===== config.mk =====
export PLATFORM = sky130hd
export DESIGN_NAME = dmem_lsu_port
export DESIGN_NICKNAME = d
export VERILOG_FILES = /design/src/rtl/dmem_lsu_pkg.sv /design/src/rtl/dmem_lsu_port_rsp_pipe.sv /design/src/rtl/dmem_lsu_port.sv
export SDC_FILE = /design/constraint.sdc
export NUM_CORES = 2
export LEC_CHECK = 0
export BUFFER_PORTS_ARGS = -buffer_cell sky130_fd_sc_hd__buf_2
export CORE_ASPECT_RATIO = 0.7
export CORE_MARGIN = 4
export CORE_UTILIZATION = 50
export CTS_CLUSTER_SIZE = 12
export DETAILED_ROUTE_END_ITERATION = 12
export GPL_ROUTABILITY_DRIVEN = 0
export PLACE_DENSITY = 0.68
export SLEW_MARGIN = 20
export SYNTH_ARGS = -nofsm -noshare
export SYNTH_HDL_FRONTEND = slang
export SYNTH_SLANG_ARGS = --single-unit

===== constraint.sdc =====
create_clock -name clk -period 5.2 [get_ports clk]
set_input_delay 1.56 -clock clk [delete_from_list [all_inputs] [get_ports clk]]
set_output_delay 1.56 -clock clk [all_outputs]
set_load 0.02 [all_outputs]

===== src/rtl/dmem_lsu_pkg.sv =====
// Shared types and helpers for the data-memory load/store port.
// Lane masks and extension work at 64-bit width; callers truncate.
package dmem_lsu_pkg;

  typedef enum logic [1:0] {SZ_B, SZ_H, SZ_W, SZ_D} size_e;

  typedef enum logic {ST_INIT, ST_RUN} state_e;

  function automatic logic [7:0] lane_mask(
    input size_e      size,
    input logic [2:0] boff
  );
    logic [7:0] m;
    m = 8'h00;
    unique case (1'b1)
      size == SZ_B: m = 8'h01;
      size == SZ_H: m = 8'h03;
      size == SZ_W: m = 8'h0f;
      default:      m = 8'hff;
    endcase
    return m << boff;
  endfunction

  function automatic logic [63:0] extend(
    input logic [63:0] data,
    input size_e       size,
    input logic        uns
  );
    logic [63:0] r;
    r = data;
    unique case (1'b1)
      size == SZ_B: r = {{56{~uns & data[7]}}, data[7:0]};
      size == SZ_H: r = {{48{~uns & data[15]}}, data[15:0]};
      size == SZ_W: r = {{32{~uns & data[31]}}, data[31:0]};
      default:      r = data;
    endcase
    return r;
  endfunction

endpackage


===== src/rtl/dmem_lsu_port_rsp_pipe.sv =====
// Fixed-latency response shift register; each stage holds valid/err/data.
// Err and data are forced to zero in invalid stages so outputs idle at 0.
module dmem_rsp_pipe #(
  parameter int LATENCY = 1,
  parameter int DWIDTH  = 32
) (
  input  logic              clk,
  input  logic              rst_n,
  input  logic              in_valid,
  input  logic              in_err,
  input  logic [DWIDTH-1:0] in_data,
  output logic              out_valid,
  output logic              out_err,
  output logic [DWIDTH-1:0] out_data
);

  logic              v [LATENCY];
  logic              e [LATENCY];
  logic [DWIDTH-1:0] d [LATENCY];

  always_ff @(posedge clk or negedge rst_n) begin
    if (!rst_n) begin
      for (int i = 0; i < LATENCY; i++) begin
        v[i] <= 1'b0;
        e[i] <= 1'b0;
        d[i] <= '0;
      end
    end else begin
      v[0] <= in_valid;
      e[0] <= in_valid & in_err;
      d[0] <= in_valid ? in_data : '0;
      for (int i = 1; i < LATENCY; i++) begin
        v[i] <= v[i-1];
        e[i] <= e[i-1];
        d[i] <= d[i-1];
      end
    end
  end

  assign out_valid = v[LATENCY-1];
  assign out_err   = e[LATENCY-1];
  assign out_data  = d[LATENCY-1];

endmodule


===== src/rtl/dmem_lsu_port.sv =====
// Single-port data memory with sub-word load/store and error flagging.
// Optional post-reset clear sweep holds off requests for DEPTH cycles.
module dmem_lsu_port
  import dmem_lsu_pkg::*;
#(
  parameter int    DWIDTH         = 32,
  parameter int    AWIDTH         = 32,
  parameter int    DEPTH          = 64,
  parameter int    LATENCY        = 1,
  parameter bit    CLEAR_ON_RESET = 1'b0,
  parameter string MIF_HEX        = ""
) (
  input  logic              clk,
  input  logic              rst_n,
  input  logic              req_valid,
  output logic              req_ready,
  input  logic              req_we,
  input  logic [1:0]        req_size,
  input  logic              req_unsigned,
  input  logic [AWIDTH-1:0] req_addr,
  input  logic [DWIDTH-1:0] req_wdata,
  output logic              rsp_valid,
  output logic [DWIDTH-1:0] rsp_rdata,
  output logic              rsp_err
);

  localparam int NB   = DWIDTH / 8;
  localparam int OFFW = $clog2(NB);
  localparam int SHW  = OFFW + 3;
  localparam int WW   = AWIDTH - OFFW;
  localparam int CW   = (DEPTH > 1) ? $clog2(DEPTH) : 1;
  localparam logic [WW-1:0] DEPTH_V = WW'(DEPTH);
  localparam logic [CW-1:0] LAST    = CW'(DEPTH - 1);

  state_e          state;
  state_e          state_nxt;
  logic [CW-1:0]   clr_cnt;
  logic            clr_we;

  logic [DWIDTH-1:0] mem [DEPTH];

  logic [WW-1:0]     widx;
  logic [OFFW-1:0]   boff;
  logic [OFFW-1:0]   amask;
  logic [CW-1:0]     wsel;
  logic [SHW-1:0]    sh;
  size_e             size;
  logic              err;
  logic              acc;
  logic              st_we;
  logic [NB-1:0]     bmask;
  logic [DWIDTH-1:0] wsh;
  logic [DWIDTH-1:0] rword;
  logic [DWIDTH-1:0] rsh;
  logic [DWIDTH-1:0] ldata;

  always_ff @(posedge clk or negedge rst_n) begin
    if (!rst_n) begin
      state   <= CLEAR_ON_RESET ? ST_INIT : ST_RUN;
      clr_cnt <= '0;
    end else begin
      state <= state_nxt;
      if (clr_we) clr_cnt <= clr_cnt + 1'b1;
    end
  end

  always_comb begin
    state_nxt = state;
    req_ready = 1'b0;
    clr_we    = 1'b0;
    unique case (state)
      ST_INIT: begin
        clr_we = 1'b1;
        if (clr_cnt == LAST) state_nxt = ST_RUN;
      end
      ST_RUN:  req_ready = 1'b1;
      default: state_nxt = ST_RUN;
    endcase
  end

  assign size  = size_e'(req_size);
  assign widx  = req_addr[AWIDTH-1:OFFW];
  assign boff  = req_addr[OFFW-1:0];
  assign wsel  = widx[CW-1:0];
  assign sh    = {boff, 3'b000};
  assign amask = OFFW'((32'd1 << req_size) - 32'd1);

  assign err = (|(boff & amask))
             | (widx >= DEPTH_V)
             | ((DWIDTH == 32) && (size == SZ_D));

  assign acc   = req_valid & req_ready;
  assign st_we = acc & req_we & ~err;
  assign bmask = NB'(lane_mask(size, 3'(boff)));
  assign wsh   = req_wdata << sh;

  // Read is combinational, so a load right after a store sees new data.
  assign rword = mem[wsel];
  assign rsh   = rword >> sh;
  assign ldata = (req_we | err) ? '0
               : DWIDTH'(extend(64'(rsh), size, req_unsigned));

  always_ff @(posedge clk) begin
    if (clr_we) begin
      mem[clr_cnt] <= '0;
    end else if (st_we) begin
      for (int i = 0; i < NB; i++) begin
        if (bmask[i]) mem[wsel][8*i +: 8] <= wsh[8*i +: 8];
      end
    end
  end

  dmem_rsp_pipe #(
    .LATENCY(LATENCY),
    .DWIDTH (DWIDTH)
  ) u_pipe (
    .clk      (clk),
    .rst_n    (rst_n),
    .in_valid (acc),
    .in_err   (err),
    .in_data  (ldata),
    .out_valid(rsp_valid),
    .out_err  (rsp_err),
    .out_data (rsp_rdata)
  );

endmodule

Word-level counts from Yosys, hierarchy flattened
Memory sizes are Yosys's and may differ from the RTL's.
Index checks and enable logic that the tools add are counted.
- bitwise logic cells: 12
- magnitude comparators: 1
- shift-type cells: 4
- mux-type cells: 27
- reduce and logical (&&, ||, !) cells: 3
- add/sub/neg operators: 2
- eq/ne operators: 4
- operator list (operator ; number):
    32-bit two-way mux ; 3
    32-bit one-hot mux with 3 select lines ; 1
    32-bit OR reduction ; 1
    32-bit by 5-bit left shift with 32-bit output ; 1
    32-bit by 5-bit >> shifter with 32-bit output ; 1
    30-bit by 7-bit greater-or-equal comparator with 1-bit output (second input constant) ; 1
    8-bit one-hot mux with 3 select lines ; 1
    1-bit two-way mux ; 20
    8-bit by 2-bit left shift with 4-bit output ; 1
    6-bit by 1-bit adder with 6-bit output (second input constant) ; 1
    1-bit bitwise AND ; 6
    6-bit == test (second input constant) ; 1
    6-bit two-way mux ; 1
    2-bit == test (second input constant) ; 2
    4-bit two-way mux ; 1
    1-bit bitwise OR ; 3
    2-bit bitwise AND ; 1
    2-bit by 1-bit == test with 1-bit output (second input constant) ; 1
    2-bit logical NOT ; 1
    1-bit inverter ; 2
    2-bit OR reduction ; 1
    1-bit by 2-bit left shift with 2-bit output (first input constant) ; 1
    2-bit by 1-bit subtractor with 2-bit output (second input constant) ; 1
- memories kept: 1
- word-level logic and storage cells: 59
- output and inout port bits: 35
- register bits after elaboration: 41
- RAM bits: 2048
- memories (memory ; depth ; width ; read ports ; clocked after Yosys merged registers in ; write ports ; line ; source):
    mem ; 64 ; 32 ; 1 ; 0 ; 1 ; dmem_lsu_port.sv:40 ; logic [DWIDTH-1:0] mem [DEPTH];

Longest topological paths before layout
- depth in word-level cells: 13
- gate-level depth with buffers: 14
- depth with buffers taken out: 9

Cells and area by module
A second synthesis with hierarchy kept.
- cell total of the unflattened synthesis: 3841
- area, all modules: 82182.6 sq um
- by module, submodules not included (module ; instances ; area each (sq um) ; cells each):
    dmem_lsu_port ; 1 ; 81069.0 ; 3771
    dmem_rsp_pipe ; 1 ; 1113.6 ; 70

Least setup slack after synthesis
No wires, ideal clock.
- path type: input -> register
- from: input req_size[1]
- to: memory mem[0][29], data pin
- data arrival time: 5948 ps
- stages: 8
- slack: -1469 ps
- cells stage by stage: or2_2 > ha_1 > o211ai_1 > nor4_2 > nand2_1 > clkbuf_1 > buf_1 > a211oi_1
- word-level cells in the longest chain between the ends: 13
- elaborated cells on any way between the ends: 32
- ends and longest elaborated chain (element ; line ; source):
    start, declared ; dmem_lsu_port.sv:18 ; input logic [1:0] req_size,
    1-bit by 2-bit left shift with 2-bit output ; dmem_lsu_port.sv:86 ; assign amask = OFFW'((32'd1 << req_size) - 32'd1);
    2-bit by 1-bit subtractor with 2-bit output ; dmem_lsu_port.sv:86 ;
    2-bit bitwise AND ; dmem_lsu_port.sv:88 ; assign err = (|(boff & amask))
    2-bit OR reduction ; dmem_lsu_port.sv:88 ;
    1-bit bitwise OR ; dmem_lsu_port.sv:89 ; | (widx >= DEPTH_V)
    1-bit bitwise OR ; dmem_lsu_port.sv:90 ; | ((DWIDTH == 32) && (size == SZ_D));
    1-bit inverter ; dmem_lsu_port.sv:93 ; assign st_we = acc & req_we & ~err;
    1-bit bitwise AND ; dmem_lsu_port.sv:93 ;
    1-bit two-way mux ; dmem_lsu_port.sv:106 ; end else if (st_we) begin
    1-bit two-way mux ; dmem_lsu_port.sv:104 ; if (clr_we) begin
    1-bit two-way mux (not written as such) ; dmem_lsu_port.sv:108 ; if (bmask[i]) mem[wsel][8*i +: 8] <= wsh[8*i +: 8];
    32-bit OR reduction (no line) * ; -- ;
    32-bit two-way mux (no line) * ; -- ;
    end, declared ; dmem_lsu_port.sv:40 ;
Mark *: on every way between the ends. The rest lies on a longest branch, timed or not.

Final worst setup path
- from: input req_size[1]
- to: memory mem[53][14], enable pin
- word-level cells in the longest chain between the ends: 13
- elaborated cells on any way between the ends: 33
- ends and longest elaborated chain (element ; line):
    1-bit by 2-bit left shift with 2-bit output ; dmem_lsu_port.sv:86
    2-bit by 1-bit subtractor with 2-bit output ; dmem_lsu_port.sv:86
    2-bit bitwise AND ; dmem_lsu_port.sv:88
    2-bit OR reduction ; dmem_lsu_port.sv:88
    1-bit bitwise OR ; dmem_lsu_port.sv:89
    1-bit bitwise OR ; dmem_lsu_port.sv:90
    1-bit inverter ; dmem_lsu_port.sv:93
    1-bit bitwise AND ; dmem_lsu_port.sv:93
    1-bit two-way mux ; dmem_lsu_port.sv:106
    1-bit two-way mux ; dmem_lsu_port.sv:104
    1-bit two-way mux (not written as such) ; dmem_lsu_port.sv:108
    32-bit OR reduction (no line) ; --
    6-bit two-way mux (no line) / 4-bit two-way mux (equally long branches) ; --
Parallel ways exist; a longest one is shown, timed or not.

==> flow_summary_export.csv <==
group,metric,value,unit
global_route,antenna_found_initial,13,
power_and_ir_drop,ir_worst_vdd,0.293,mV
cts,cts_hold_buffers,0,
setup_path,worstPathRequired,5.66,ns
synthesis,synth_area,0.0831,sq mm
routing,ant_nets,0,
cts,clock_latency,0.85,ns
setup_path,cp_slowest_cell,"nor2_1",
place,dp_cells,6562,
setup_path,worstSetupEndpointType,"flop",
routing,wl_per_cell,32.5,microns
routing,viasPerCell,6.48,
synthesis,synth_nets,4072,
synthesis,yosysTopAreaCellShare,74.0,%
routing,drt_first_pass_iters,6,
cts,cts_buffers,197,
sta,rsz0062_at_grt,"false",
routing,drcViolationCount,0,
place,placed_area,0.0903,sq mm
synthesis,synth_edf_count,2048,
synthesis,synth_top_cells_by_area,"edfxtp_1 (74%), mux4_2 (14%), mux2i_1 (2.3%)",
setup_path,cp_max_fo,14,
setup_path,start_kind,"input port",
synthesis,yosys.cell_count.top_type,"edfxtp_1",
floorplanning,core,0.164,sq mm
worst_hold_path,hold_path_startpoint,"clr_cnt[0]",
floorplanning,die_area,0.173,sq mm
setup_path,r2r_start,"state",
routing,routed_wl,222,mm
final_layout,fin_area,0.0960,sq mm
setup_path,startpoint,"req_size[1]",
setup_path,slowest_delay,0.88,ns
synthesis,yosysTopAreaCell,"edfxtp_1",
sta,finalSetupViolations,0,
floorplanning,die_x,495,microns
final_layout,fillers,11820,
global_route,grt_pass1_wl,321,mm
global_route,grt_pass1_vias,43400,
routing,num_vias,44248,
sta,fmax,0.194,GHz
cts,cts-resized-gates,0,
global_route,grt_max_degree,74,
sta,maxSlewHeadroom,11.2,%
global_route,grt-ovfl-total,0,
synthesis,yosys_register_bits,2089,
sta,final.min_clock_period,5.14,ns
synthesis,async_reset_ff_share,1.96,%
synthesis,syn_inst,3999,
cts,cts.clk_slew.worst_paths,0.06,ns
global_route,track_usage,25.9,%
synthesis,yosysSeqAreaShare,75.3,%
setup_path,critical_path.top_delay_family,"simple AND/OR/NAND/NOR gates",
sta,setup_tns,0,ns
floorplanning,io_pins,106,
final_layout,drive_gt1_share,32.7,%
worst_hold_path,hold_path.class,"reg -> reg",
synthesis,synthTopCellsByCount,"edfxtp_1 (2,048), mux4_2 (499), nor3_1 (250)",
setup_path,path_cells,"buf_2 -> or2_2 -> ha_1 -> o211ai_1 -> nor4_2 -> and2_2 -> buf_4 -> o21ai_0 -> nand2_1 -> nor2_1",
final_layout,syn2layout_area_growth,15.6,%
floorplanning,start_util,50.6,%
sta,slew_violations,0,
synthesis,ys_warn_count,0,
floorplanning,placementRows,124,
power_and_ir_drop,powerDensity,335,mW/mm^2
cts,cts-root-buf,"clkbuf_16",
cts,clk_path_buf_depth,3,
setup_path,cp.arrival,5.61,ns
synthesis,avgSynthCellArea,20.8,sq um
sta,fin_skew,0.0514,ns
synthesis,synth_ff_type,"edfxtp_1",
floorplanning,die_h,349,microns
final_layout,final_cells,6829,
final_layout,num-nets-final,4629,
place,dp_hpwl,145,mm
cts,cts.sinks,2089,
cts,cts_tree,"yes",
job,maxCapViolCount,0,
sta,fin_crit_sh,98.9,%
power_and_ir_drop,p_leak,0.0262,uW
cts,post-cts-setup-buffers,0,
routing,dr.first_iter.drc_count,6699,
status,status,"finished, final reports clean",
sta,finalHoldViolCount,0,
cts,htree_levels,4,
synthesis,yosysUniqueCellTypes,75,
place,port_buffers,105,
sta,worst_pin_slew,1.33,ns
setup_path,crit_buf_inv,2,
setup_path,critPathKind,"in -> reg",
==> where the power goes <==
part | internal, uW | switching (uW) | total (uW)
logic | 389 | 694 | 1080
registers | 18200 | 0 | 18200
clock network | 6940 | 5990 | 12900
total | 25500 | 6680 | 32200
==> cell type report <==
type                       instances  area (sq um)  share of cell area [%]
sequential                      2089         62500                    65.1
clock inverter                    31           434                   0.452
timing repair buffer             645          5640                    5.88
antenna                            7          17.5                  0.0182
multi-input combinational       1611         19500                    20.4
clock buffer                     229          5050                    5.26
inverter                          12          50.0                  0.0521
tap                             2205          2760                    2.87
==> worst paths after layout <==
check	endpoint	slack (ns)	cells past startpoint
setup / recovery	mem[53][14]	0.06	10
max in group asynchronous	clr_cnt[5]	3.88	2
min in group asynchronous	u_pipe.out_data[17]	0.83	2
setup reg to reg	mem[53][14]	0.74	8
hold / removal	clr_cnt[0]	0.66	1
hold reg to reg	clr_cnt[0]	0.66	1
==> metal layers <==
metal / vias up / track usage (%) / share of wire [%]
met3: 441 / 7.52 / 12
met1: 23084 / 38.8 / 40
met4: 4 / 9.90 / 3.9
li1: 17852 / - / -
met2: 2867 / 36.2 / 43
met5: - / 0 / 0.084
==> sequential cells by signal, indices dropped and copies added (netlist names) <==
name	flops
state	1
clr_cnt	6
u_pipe.out_data	32
u_pipe.out_err	1
mem	2048
u_pipe.out_valid	1
==> layout by cell type (no fill, tap or decap), types with 10 or more instances in the layout <==
cell type / count
a2111oi_0: 16
a211oi_1: 33
a21oi_1: 28
a221oi_1: 14
a22oi_1: 67
a31oi_4: 10
buf_12: 83
buf_2: 101
buf_4: 459
clkbuf_1: 32
clkbuf_16: 197
clkinv_1: 10
dfrtp_1: 40
edfxtp_1: 2048
mux2_2: 11
mux2i_1: 193
mux4_2: 499
nand2_1: 72
nand3_1: 22
nand4_1: 11
nor2_1: 93
nor2_4: 21
nor2b_1: 28
nor3_1: 193
nor3_2: 57
nor4_1: 31
o211a_1: 14
o21ai_0: 15
o22ai_1: 25
==> metrics by stage <==
step / setup slack [ns] / total power, uW / util, % / hold slack, ns
3_3_place_gp: -0.565 / 19600 / 54.9 / 0.630
5_1_grt: 0.148 / 33200 / 58.5 / 0.699
2_1_floorplan: -1.26 / 19200 / - / 0.588
4_1_cts: 0.309 / 32400 / 58.4 / 0.648
3_5_place_dp: -0.663 / 19600 / 55.0 / 0.636
6_report: 0.0584 / 32200 / 58.5 / 0.659
==> cells by family (layout without fill, tap and decap cells) <==
kind of cell               Yosys count  in the layout  synth area share (%)
AOI/OAI and AO/OA                  310            310                  2.82
xor gates and xnor gates             5              5                0.0527
adders and majority gates            2              2                0.0301
buffers and inverters              299            917                  2.18
DFF                               2089           2089                  75.3
muxes                              708            708                  16.2
other                                0              7                     0
and+or+nand+nor                    586            586                  3.50
Power figures use the tool's default switching activity.
